$ cat src/rtl/hamming15_pkg.sv
// hamming15_pkg: shared constants, FSM state type and the Hamming(15,11)
// encoder used by the hamming15_sched codeword scheduler.
//   DATA_W  - data word width (in1..in11 at bits 0..10)
//   CODE_W  - codeword width (position k at bit k-1)
//   POS_W   - width of a codeword position index (0 = none)
package hamming15_pkg;

  localparam int DATA_W = 11;
  localparam int CODE_W = 15;
  localparam int POS_W  = 4;

  // Parity positions (1-based codeword positions)
  localparam int P1_POS = 1;
  localparam int P2_POS = 2;
  localparam int P4_POS = 4;
  localparam int P8_POS = 8;

  typedef enum logic {
    ST_EMPTY = 1'b0,
    ST_FULL  = 1'b1
  } state_t;

  // Data bits go to the non-power-of-two positions 3,5,6,7,9..15; each parity
  // bit covers the positions whose index has that parity's bit set.
  function automatic logic [CODE_W-1:0] hamming15_encode(input logic [DATA_W-1:0] d);
    logic [CODE_W-1:0] c;
    c         = '0;
    c[2]      = d[0];
    c[4]      = d[1];
    c[5]      = d[2];
    c[6]      = d[3];
    c[14:8]   = d[10:4];
    c[P1_POS-1] = d[0] ^ d[1] ^ d[3] ^ d[4] ^ d[6] ^ d[8] ^ d[10];
    c[P2_POS-1] = d[0] ^ d[2] ^ d[3] ^ d[5] ^ d[6] ^ d[9] ^ d[10];
    c[P4_POS-1] = d[1] ^ d[2] ^ d[3] ^ d[7] ^ d[8] ^ d[9] ^ d[10];
    c[P8_POS-1] = ^d[10:4];
    return c;
  endfunction

endpackage

$ cat src/rtl/hamming15_rr_arb.sv
// hamming15_rr_arb: combinational round-robin arbiter.
// Grants the first asserted request at or after ptr, wrapping NREQ-1 -> 0.
//   req   in  NREQ  request vector
//   ptr   in  SRCW  highest-priority index this cycle
//   en    in  1     grant enable; when low grant is all zero
//   grant out NREQ  one-hot grant or zero
//   idx   out SRCW  index of granted request (0 when none)
module hamming15_rr_arb
  import hamming15_pkg::*;
#(
  parameter int NREQ = 4,
  parameter int SRCW = $clog2(NREQ)
) (
  input  logic [NREQ-1:0] req,
  input  logic [SRCW-1:0] ptr,
  input  logic            en,
  output logic [NREQ-1:0] grant,
  output logic [SRCW-1:0] idx
);

  logic [SRCW:0] pos;
  logic          found;

  // NOTE: every variable written here gets a default first so no path leaves
  // it unassigned, which would otherwise infer a latch.
  always_comb begin
    grant = '0;
    idx   = '0;
    found = 1'b0;
    pos   = '0;
    for (int k = 0; k < NREQ; k++) begin
      // One spare bit holds ptr+k before the wrap back into 0..NREQ-1.
      pos = {1'b0, ptr} + (SRCW+1)'(k);
      if (pos >= (SRCW+1)'(NREQ)) pos = pos - (SRCW+1)'(NREQ);
      if (en && !found && req[pos[SRCW-1:0]]) begin
        found                = 1'b1;
        grant[pos[SRCW-1:0]] = 1'b1;
        idx                  = pos[SRCW-1:0];
      end
    end
  end

endmodule

$ cat src/rtl/hamming15_sched.sv
// hamming15_sched: round-robin scheduler sharing one Hamming(15,11) encode
// stage between NREQ requesters, with a registered one-entry output.
// Optional feature macro: HAMMING15_ERR_SEQ_EN enables the sequenced
// single-bit error injector (err_en / out_errpos); without it err_en is
// ignored and out_errpos is tied 0.
//   clock, reset_n        clock, asynchronous active-low reset
//   req_valid/req_ready   per-requester handshake; word i at req_data[11*i +: 11]
//   err_en                enable error sequencing, sampled at accept
//   out_valid/out_ready   output handshake
//   out_code              15-bit codeword, bit k-1 = position k
//   out_src               requester index of the held codeword
//   out_errpos            flipped position, 0 = none
module hamming15_sched
  import hamming15_pkg::*;
#(
  parameter int NREQ = 4,
  parameter int SRCW = $clog2(NREQ)
) (
  input  logic                   clock,
  input  logic                   reset_n,
  input  logic [NREQ-1:0]        req_valid,
  input  logic [NREQ*DATA_W-1:0] req_data,
  output logic [NREQ-1:0]        req_ready,
  input  logic                   err_en,
  output logic                   out_valid,
  input  logic                   out_ready,
  output logic [CODE_W-1:0]      out_code,
  output logic [SRCW-1:0]        out_src,
  output logic [POS_W-1:0]       out_errpos
);

  state_t            state, state_next;
  logic [SRCW-1:0]   rr_ptr;
  logic [SRCW-1:0]   grant_idx;
  logic              can_load;
  logic              arb_en;
  logic              accept;
  logic [DATA_W-1:0] sel_data;
  logic [CODE_W-1:0] enc_code;
  logic [CODE_W-1:0] code_next;

  // The slot can take a word when empty or when the held word leaves this
  // cycle. Gating with reset_n keeps req_ready low for the whole reset.
  assign can_load = (state == ST_EMPTY) || out_ready;
  assign arb_en   = can_load && reset_n;

  hamming15_rr_arb #(
    .NREQ (NREQ),
    .SRCW (SRCW)
  ) u_arb (
    .req   (req_valid),
    .ptr   (rr_ptr),
    .en    (arb_en),
    .grant (req_ready),
    .idx   (grant_idx)
  );

  assign accept   = |req_ready;
  assign sel_data = req_data[grant_idx*DATA_W +: DATA_W];
  assign enc_code = hamming15_encode(sel_data);

  // Output FSM: state register
  // NOTE: sequential state uses non-blocking assignments so every register
  // samples pre-edge values regardless of process ordering.
  always_ff @(posedge clock or negedge reset_n) begin
    if (!reset_n) state <= ST_EMPTY;
    else          state <= state_next;
  end

  // Output FSM: next state
  always_comb begin
    state_next = state;
    case (state)
      ST_EMPTY: if (accept) state_next = ST_FULL;
      ST_FULL:  if (out_ready && !accept) state_next = ST_EMPTY;
      default:  state_next = ST_EMPTY;
    endcase
  end

  // Output FSM: outputs
  always_comb begin
    out_valid = (state == ST_FULL);
  end

  // Output register and round-robin pointer. A stall (FULL, !out_ready)
  // blocks accept, so everything here simply holds.
  always_ff @(posedge clock or negedge reset_n) begin
    if (!reset_n) begin
      out_code <= '0;
      out_src  <= '0;
      rr_ptr   <= '0;
    end else if (accept) begin
      out_code <= code_next;
      out_src  <= grant_idx;
      rr_ptr   <= (grant_idx == SRCW'(NREQ-1)) ? '0 : grant_idx + 1'b1;
    end
  end

`ifdef HAMMING15_ERR_SEQ_EN
  logic [POS_W-1:0]  err_cnt;
  logic [CODE_W-1:0] flip_mask;

  // err_cnt is a 1-based position; 0 means this word goes out clean.
  always_comb begin
    flip_mask = '0;
    if (err_en && err_cnt != '0) flip_mask[err_cnt - 1'b1] = 1'b1;
  end

  assign code_next = enc_code ^ flip_mask;

  always_ff @(posedge clock or negedge reset_n) begin
    if (!reset_n) begin
      err_cnt    <= '0;
      out_errpos <= '0;
    end else if (accept) begin
      if (err_en) begin
        out_errpos <= err_cnt;
        err_cnt    <= err_cnt + 1'b1;
      end else begin
        out_errpos <= '0;
      end
    end
  end
`else
  logic unused_err_en;
  assign unused_err_en = err_en;
  assign code_next     = enc_code;
  assign out_errpos    = '0;
`endif

endmodule
$ cat config.mk
export PLATFORM = sky130hd
export DESIGN_NAME = hamming15_sched
export DESIGN_NICKNAME = d
export VERILOG_FILES = /design/src/rtl/hamming15_pkg.sv /design/src/rtl/hamming15_rr_arb.sv /design/src/rtl/hamming15_sched.sv
export SDC_FILE = /design/constraint.sdc
export NUM_CORES = 1
export LEC_CHECK = 0
export BUFFER_PORTS_ARGS = -buffer_cell sky130_fd_sc_hd__buf_4
export CAP_MARGIN = 30
export CORE_ASPECT_RATIO = 1.75
export CORE_MARGIN = 8
export CORE_UTILIZATION = 52
export DETAILED_ROUTE_END_ITERATION = 12
export PLACE_DENSITY = 0.87
export SLEW_MARGIN = 20
export SYNTH_ARGS = -nofsm -noshare
export SYNTH_HDL_FRONTEND = slang
export SYNTH_HIERARCHICAL = 1
export SYNTH_SLANG_ARGS = --single-unit
$ cat constraint.sdc
create_clock -name clock -period 8.3 [get_ports clock]
set_input_delay 1.245 -clock clock [delete_from_list [all_inputs] [get_ports clock]]
set_output_delay 1.245 -clock clock [all_outputs]
set_load 0.1 [all_outputs]
# Word-level counts from Yosys, hierarchy flattened

Index checks and enable logic that the tools add are counted.

$add $sub $neg: 8
Multiply operators: 1
Order comparisons: 12
Equal/unequal tests: 1
Shifts and indexed selects: 1
Muxes and demuxes: 35
Bitwise gates (word level): 22
Reductions and logical operators: 20

Operators with widths:

| cell                  | number |
|---|---|
| $shiftx A44 B7 Y11    | 1 |
| $mux W2               | 9 |
| $xor A1 B1 Y1         | 18 |
| $mux W4               | 4 |
| $logic_and A1 B1 Y1   | 13 |
| $mux W1               | 13 |
| $lt A2 B3 Y1 const B  | 4 |
| $or A4 B4 Y4          | 3 |
| $ge A3 B3 Y1 const B  | 3 |
| $bmux W1 S2           | 4 |
| $demux W1 S2          | 4 |
| $ge A2 B1 Y1 const B  | 4 |
| $sub A2 B1 Y2 const B | 4 |
| $reduce_xor A7 Y1     | 1 |
| $add A2 B2 Y3 const B | 2 |
| $mul A2 B4 Y6 const B | 1 |
| $logic_not A1 Y1      | 4 |
| $reduce_or A4 Y1      | 1 |
| $add A2 B1 Y3 const B | 1 |
| $ge A2 B3 Y1 const B  | 1 |
| $add A2 B1 Y2 const B | 1 |
| $eq A2 B2 Y1 const B  | 1 |
| $pmux W1 S2           | 1 |
| $logic_or A1 B1 Y1    | 1 |
| $not A1 Y1            | 1 |

Flip-flop bits (word level): 20
Input port bits: 52
Output and inout bits: 26
Logic and storage cells: 104

# Depth between registers and ports, before layout

Gate-level depths: netlist of the first run.

Depth after elaboration: 26
Gate-level depth with buffers: 14
Mapped depth without buffers: 11

# Modules after synthesis

Netlist of the first run, hierarchy kept.

Modules (own cells, without submodules):

| module           | instances | cells each | area each (um^2) | sequential area each (um^2) |
|---|---|---|---|---|
| hamming15_sched  | 1         | 81         | 1,316.3          | 500.5 |
| hamming15_rr_arb | 1         | 63         | 531.8            | 0.0 |

# Worst setup path after synthesis of the first run

Ideal clock, no wire load.

Kind: input port to flip-flop
Start point: in out_ready
End point: reg out_code[13]
Library setup time: 126 ps
Arrival: 4,300 ps
Required time: 8,174 ps
Setup slack: 3,874 ps
Stages on the path: 9
Buffers on the path: 1
Cells stage by stage: nand2b_1 -> and2_1 -> o211ai_1 -> o22ai_1 -> and3b_2 -> a221o_1 -> nor4_1 -> clkbuf_1 -> mux2_2

Elaborated cells on any way between the ends: 29
Classes of those cells: mul (1); shift (1); mux (11); bitwise (3); reduce/logical (13)

RTL lines:

| what                              | line                   | text |
|---|---|---|
| from (decl)                       | hamming15_sched.sv:26  | `input logic out_ready,` |
| $logic_or A1 B1 Y1 *              | hamming15_sched.sv:44  | `assign can_load = (state == ST_EMPTY) \|\| out_ready;` |
| $logic_and A1 B1 Y1 *             | hamming15_sched.sv:45  | `assign arb_en = can_load && reset_n;` |
| via arb_en                        | hamming15_sched.sv:36  | `logic arb_en;` |
| $logic_and A1 B1 Y1               | hamming15_rr_arb.sv:35 | `if (en && !found && req[pos[SRCW-1:0]]) begin` |
| $mux W1                           | hamming15_rr_arb.sv:35 |  |
| $logic_not A1 Y1                  | hamming15_rr_arb.sv:35 |  |
| $logic_and A1 B1 Y1 (2 in series) | hamming15_rr_arb.sv:35 |  |
| $mux W1                           | hamming15_rr_arb.sv:35 |  |
| $logic_not A1 Y1                  | hamming15_rr_arb.sv:35 |  |
| $logic_and A1 B1 Y1 (2 in series) | hamming15_rr_arb.sv:35 |  |
| $mux W1                           | hamming15_rr_arb.sv:35 |  |
| $logic_not A1 Y1                  | hamming15_rr_arb.sv:35 |  |
| $logic_and A1 B1 Y1 (2 in series) | hamming15_rr_arb.sv:35 |  |
| $mux W4 *                         | hamming15_rr_arb.sv:35 |  |
| via req_ready[0]                  | hamming15_sched.sv:23  | `output logic [NREQ-1:0] req_ready,` |
| $reduce_or A4 Y1 *                | hamming15_sched.sv:58  | `assign accept = \|req_ready;` |
| to (signal assigned)              | hamming15_sched.sv:93  | `out_code <= code_next;` |
| to (decl)                         | hamming15_sched.sv:27  | `output logic [CODE_W-1:0] out_code,` |

Mark *: on every way through the listed nets, which the timed path passes. The rest lies on a longest branch.
A chain may end at the register's enable or synchronous reset.

# Worst setup path in the final report of the first run

Start point: reg rr_ptr[0]
End point: reg out_code[0]

Word-level cells in the longest chain between the ends: 26
Elaborated cells on any way between the ends: 76
Classes of those cells: add/sub (7); mul (1); order compare (12); shift (1); mux (31); bitwise (9); reduce/logical (15)

Ends and longest elaborated chain:

| what                                          | line                   | text |
|---|---|---|
| from (decl)                                   | hamming15_sched.sv:33  | `logic [SRCW-1:0] rr_ptr;` |
| from (signal assigned)                        | hamming15_sched.sv:95  | `rr_ptr <= (grant_idx == SRCW'(NREQ-1)) ? '0 : grant_idx + 1'b1;` |
| $ge A2 B3 Y1 or $sub A2 B1 Y2 (tied branches) | hamming15_rr_arb.sv:34 | `if (pos >= (SRCW+1)'(NREQ)) pos = pos - (SRCW+1)'(NREQ);` |
| $mux W2                                       | hamming15_rr_arb.sv:34 |  |
| $bmux W1 S2                                   | hamming15_rr_arb.sv:35 |  |
| $mux W1 (not written as such)                 | hamming15_rr_arb.sv:35 |  |
| $logic_and A1 B1 Y1                           | hamming15_rr_arb.sv:35 |  |
| $mux W1                                       | hamming15_rr_arb.sv:35 |  |
| $logic_not A1 Y1                              | hamming15_rr_arb.sv:35 |  |
| $logic_and A1 B1 Y1 (2 in series)             | hamming15_rr_arb.sv:35 |  |
| (+5 left out)                                 | -                      |  |
| $logic_not A1 Y1                              | hamming15_rr_arb.sv:35 |  |
| $logic_and A1 B1 Y1 (2 in series)             | hamming15_rr_arb.sv:35 |  |
| $mux W2 *                                     | hamming15_rr_arb.sv:35 |  |
| via grant_idx[0]                              | hamming15_sched.sv:34  | `logic [SRCW-1:0] grant_idx;` |
| $mul A2 B4 Y6 *                               | hamming15_sched.sv:59  | `assign sel_data = req_data[grant_idx*DATA_W +: DATA_W];` |
| $shiftx A44 B7 Y11 *                          | hamming15_sched.sv:59  |  |
| $xor A1 B1 Y1 (5 in series)                   | hamming15_pkg.sv:33    | `c[P1_POS-1] = d[0] ^ d[1] ^ d[3] ^ d[4] ^ d[6] ^ d[8] ^ d[10];` |
| $xor A1 B1 Y1 *                               | hamming15_pkg.sv:33    |  |

Mark *: on every way through the listed nets, which the timed path passes. The rest lies on a longest branch. The select of a mux whose other input is x is not followed.

==> reports/qor.yml, run 1 <==
chipHeight_um: 94.9
timing.rr.start: "rr_ptr[0]"
final_common_cell: "buf_4"
fp-row-count: 28
io_buffers: 72
die-width_um: 61.1
final_antenna_net_count: 0
io_pins: 78
rsz0062_at_grt: "false"
end_kind: "flop"
area_growth_pct: 33.1
diodes: 0
fin_ws_ns: 3.58
fin_crit_ns: 4.72
yosysSeqAreaShare_pct: 27.1
avgSynthCellArea_um2: 12.8
synthArstFlopShare_pct: 100
cts.sinks: 20
reg2reg_depth: 11
fin_tns_setup_ns: 0
antenna_found_initial: 0
cts.htree.levels: 1
slew_headroom_pct: 63.8
via_count: 1541
drive_gt1_share_pct: 51.2
cp_max_fo: 15
dp_hpwl_um: 4380
fin_crit_sh_pct: 56.9
netlist_instances: 144
synth-edff-count: 0
cp-endpoint: "out_code[0]"
max_freq_ghz: 0.212
cts_tree: "built"
hold_viol_final: 0
cp-start-kind: "flop"
fin_util_pct: 72.4
ys_ff_latch: 20
fillers: 233
setup_viol: 0
clk_path_buf_depth: 2
drc: 0
final_cell_mix: "75 x buf_4, 20 x dfrtp_1, 17 x mux2_2, 9 x nand2_1, 9 x ha_1"
die-area_mm2: 0.00579
synth_warnings: 6
grt_pass1_wl_um: 8470
path_clk_slew_ns: 0.07
first_iter_violations: 42
cts-root-buf: "clkbuf_8"
syn_area_mm2: 0.00185
cts_buffers: 3
cts_setup_buffers: 0
yosys_most_used_dff: "dfrtp_1"
routabilityCongestion: 0.839
track_usage_pct: 19.0
detailedPlace.worstSlack_ns: 3.64
skew_ns: 0.00237
required_ns: 8.47
cts_resized: 0
rr_endpoint: "out_code[0]"
wire_per_inst_um: 20.7
synth_cell_types: 42
hold_class: "reg -> reg"
start_util_pct: 54.4
cts_hold_buffers: 0
firstDrtPassIters: 4
fin_nets: 277
status: "complete, no violations"
finalWirelength_um: 5370
grt_max_degree: 25
worstSkewPairLatency_ns: 0.25
core_mm2: 0.00340
reg2reg_setup_slack_ns: 3.58
maxCapViolations: 0
slew_violations: 0
post_drt_via_cell_ratio: 5.93
overflow: 0
crit_type: "reg -> reg"
cp.arrival_ns: 4.89
cp-startpoint: "rr_ptr[0]"
tightest_slew_ns: 0.528
grt_pass1_vias: 1806
[per-layer routing]
metal,vias up,track usage [%],wire [µm]
met1,741,19.3,1860
met4,0,6.46,110
li1,693,-,-
met3,15,5.18,460
met2,92,34.8,2940
met5,-,0,0
[kinds of logic (layout without fill, tap and decap cells)]
group / count (synthesis) / after routing / share of synthesized area (%)
adders and majority gates: 9 / 9 / 6.09
muxes: 34 / 34 / 30.3
xor gates and xnor gates: 13 / 13 / 13.0
DFF: 20 / 20 / 27.1
other: 1 / 4 / 0.203
buffers and inverters: 14 / 82 / 4.94
AOI/OAI and AO/OA: 27 / 27 / 11.3
and+or+nand+nor: 26 / 26 / 7.11
[cells in the mapped netlist (4+ instances only)]
master	instances	area share, %
a221o_1	4	2.2
nand2_1	9	1.8
xnor3_1	5	6.1
mux2_2	17	10
o21ai_0	6	1.6
dfrtp_1	20	27
ha_1	9	6.1
xnor2_1	4	1.9
o211ai_1	4	1.6
a21boi_1	4	1.6
mux4_2	5	6.1
nor2_1	4	0.81
buf_4	4	1.6
nand3_1	4	1.1
mux4_1	8	11
[final cells by class]
cell class	count	area, µm²	area share, %
multi-input combinational	113	1270	51.8
timing repair buffer	75	563	22.9
sequential	20	500	20.3
tap	45	56.3	2.29
clock buffer	4	55.1	2.24
inverter	3	11.3	0.458
[per-stage QoR]
stage	std cells	cell area, µm²	hold slack, ns
6_report	260	2460	0.508
5_1_grt	260	2460	0.533
4_1_cts	260	2460	0.513
3_5_place_dp	256	2400	0.493
3_3_place_gp	255	2400	0.468
2_1_floorplan	147	1860	0.572
[sequential cells by signal (all words and copies together), names as in the netlist]
name       count
out_valid      1
out_code      15
out_src        2
rr_ptr         2
[critical path, cell delays in order (launching register included)]
cell,delay [ns]
dfrtp_1,0.68
clkinv_1,0.47
ha_1,0.58
mux4_2,0.46
nor2b_1,0.18
o21ai_0,0.12
a21boi_1,0.17
buf_4,0.26
mux4_1,0.67
xor3_2,0.47
xnor3_1,0.37
o21ai_0,0.18
[worst min path at each step]
stage / start / endpoint / depth (start not counted)
after floorplan: rr_ptr[0] / rr_ptr[0] / 2
after global placement: out_code[7] / out_code[7] / 2
after detailed placement: out_valid / out_valid / 2
after CTS: out_valid / out_valid / 2
after global routing: out_code[13] / out_code[13] / 1
final: out_valid / out_valid / 2
Power of run 1 is left out: the tool's default activity adds up to more than one toggle a clock period on the data nets, which glitch-free logic cannot reach.
==> inputs of run 2 (changes only) <==
--- a/config.mk
+++ b/config.mk
@@ -9,9 +9,9 @@
 export CAP_MARGIN = 30
 export CORE_ASPECT_RATIO = 1.75
 export CORE_MARGIN = 8
-export CORE_UTILIZATION = 52
+export CORE_UTILIZATION = 48
 export DETAILED_ROUTE_END_ITERATION = 12
-export PLACE_DENSITY = 0.87
+export PLACE_DENSITY = 0.81
 export SLEW_MARGIN = 20
 export SYNTH_ARGS = -nofsm -noshare
 export SYNTH_HDL_FRONTEND = slang
==> constraint.sdc (replaced) <==
create_clock -name clock -period 4.48 [get_ports clock]
set_input_delay 0.672 -clock clock [delete_from_list [all_inputs] [get_ports clock]]
set_output_delay 0.672 -clock clock [all_outputs]
set_load 0.1 [all_outputs]
==> run 2 against run 1 <==
  * Wire length shrank 8.1%
  * Count of clock-buffer cells in the layout is the same
  * Cell area grew 1.4%
  * Die area grew 6.5%
  * Maximum frequency grew 20%
  * Largest cell class unchanged
==> reports/qor.yml, run 2 (same netlist as run 1, synthesis figures left out) <==
die-area_mm2: 0.00617  # was 0.00579 mm²
slew_violations: 0  # unchanged
max_stage_delay_ns: 0.68  # about the same
max_freq_ghz: 0.255  # was 0.212 GHz
final_cell_mix: "79 x buf_4, 20 x dfrtp_1, 17 x mux2_2, 9 x nand2_1, 9 x ha_1"  # was 75 x buf_4, 20 x dfrtp_1, 17 x mux2_2, 9 x nand2_1, 9 x ha_1
routabilityCongestion: 0.813  # was 0.839
required_ns: 4.65  # was 8.47 ns
hold_class: "in -> async"  # was reg -> reg
cts.sinks: 20  # unchanged
drive_gt1_share_pct: 52.1  # was 51.2%
fin_crit_sh_pct: 87.5  # was 56.9%
core_mm2: 0.00379  # was 0.00340 mm²
path_clk_slew_ns: 0.07  # about the same
firstDrtPassIters: 4  # unchanged
cp-start-kind: "flop"  # unchanged
area_growth_pct: 34.9  # was 33.1%
diodes: 0  # unchanged
cts.htree.levels: 1  # unchanged
cts_setup_buffers: 0  # unchanged
dp_hpwl_um: 4070  # was 4380 µm
grt_pass1_vias: 1711  # was 1806
top_regs: "out_code x15, out_src x2, rr_ptr x2"  # unchanged
cts_tree: "built"  # unchanged
maxCapViolations: 0  # unchanged
cts_buffers: 3  # unchanged
first_iter_violations: 94  # was 42
cts-root-buf: "clkbuf_8"  # unchanged
end_kind: "flop"  # unchanged
cp_slowest_cell: "mux4_1"  # was dfrtp_1
via_count: 1508  # was 1541
drc: 0  # unchanged
final_common_cell: "buf_4"  # unchanged
cts_resized: 0  # unchanged
fin_crit_ns: 3.92  # was 4.72 ns
reg2reg_setup_slack_ns: 0.56  # was 3.58 ns
post_drt_via_cell_ratio: 5.65  # was 5.93
grt_max_degree: 25  # unchanged
fin_tns_setup_ns: 0  # unchanged
cts_hold_buffers: 0  # unchanged
fp-row-count: 30  # was 28
chipHeight_um: 98.1  # was 94.9 µm
skew_ns: 0.00159  # was 0.00237 ns
largest_reg_flops: 15  # unchanged
track_usage_pct: 16.5  # was 19.0%
status: "complete, no violations"  # unchanged
clk_path_buf_depth: 2  # unchanged
finalWirelength_um: 4940  # was 5370 µm
setup_viol: 0  # unchanged
grt_pass1_wl_um: 8300  # was 8470 µm
hold_viol_final: 0  # unchanged
die-width_um: 62.9  # was 61.1 µm
cp.arrival_ns: 4.09  # was 4.89 ns
crit_type: "reg -> reg"  # unchanged
antenna_found_initial: 0  # unchanged
rsz0062_at_grt: "false"  # unchanged
regMostFlops: "out_code"  # unchanged
final_antenna_net_count: 0  # unchanged
io_pins: 78  # unchanged
stdcell_count: 267  # was 260
io_buffers: 72  # unchanged
wire_per_inst_um: 18.5  # was 20.7 µm
worstSkewPairLatency_ns: 0.26  # was 0.25 ns
start_util_pct: 48.7  # was 54.4%
dp.cells: 263  # was 256
overflow: 0  # unchanged
cp_max_fo: 14  # was 15
fin_nets: 281  # was 277
path_cells: "clkinv_1 -> buf_4 -> ha_1 -> mux4_2 -> nor2b_1 -> o21ai_0 -> a21boi_1 -> buf_4 -> mux4_1 -> xor3_2 -> xnor3_1 -> o21ai_0"  # was clkinv_1 -> ha_1 -> mux4_2 -> nor2b_1 -> o21ai_0 -> a21boi_1 -> buf_4 -> mux4_1 -> xor3_2 -> xnor3_1 -> o21ai_0
## run 2: critical path: cells and delay by family, from the launching register on
family,cells,cell delay (ns)
DFF,1,0.36
and+or+nand+nor,1,0.15
muxes,2,1.13
xor gates and xnor gates,2,0.83
AOI/OAI and AO/OA,3,0.43
adders and majority gates,1,0.44
buffers and inverters,3,0.49
## run 2: per-stage QoR
stage / worst slack, ns / hold slack (ns) / instance area [µm²] / util, %
floorplan: 0.148 / 0.376 / 1860 / -
global placement: 0.687 / 0.464 / 2440 / 64.3
finish: 0.559 / 0.400 / 2490 / 65.8
global route: 0.226 / 0.412 / 2490 / 65.8
CTS: 0.567 / 0.406 / 2490 / 65.8
detailed placement: 0.597 / 0.482 / 2440 / 64.3
## run 2: worst paths after layout
| path | startpoint | to | cells past startpoint |
|---|---|---|---|
| min in group clock | out_code[1] | out_code[1] | 2 |
| hold reg to reg | out_code[1] | out_code[1] | 2 |
| max in group asynchronous | reset_n | out_src[1] | 2 |
| setup / recovery | rr_ptr[0] | out_code[0] | 12 |
| setup reg to reg | rr_ptr[0] | out_code[0] | 12 |
| hold / removal | reset_n | out_code[3] | 2 |
## run 2: layout make-up
cell class	instances	area (µm²)
Fill cell	298	1300
Multi-Input combinational cell	113	1270
Timing Repair Buffer	79	593
Sequential cell	20	500
Tap cell	48	60.1
Clock buffer	4	55.1
Inverter	3	11.3
## run 2: routing by layer
| metal | vias to the layer above | part of all wire [%] | track usage (%) |
|---|---|---|---|
| met1 | 735 | 35 | 16.2 |
| met3 | 6 | 6.5 | 4.59 |
| met5 | - | 0 | 0 |
| met4 | 0 | 1.9 | 6.36 |
| li1 | 703 | - | - |
| met2 | 64 | 56 | 31.2 |
Power of run 2 is left out for the same reason.
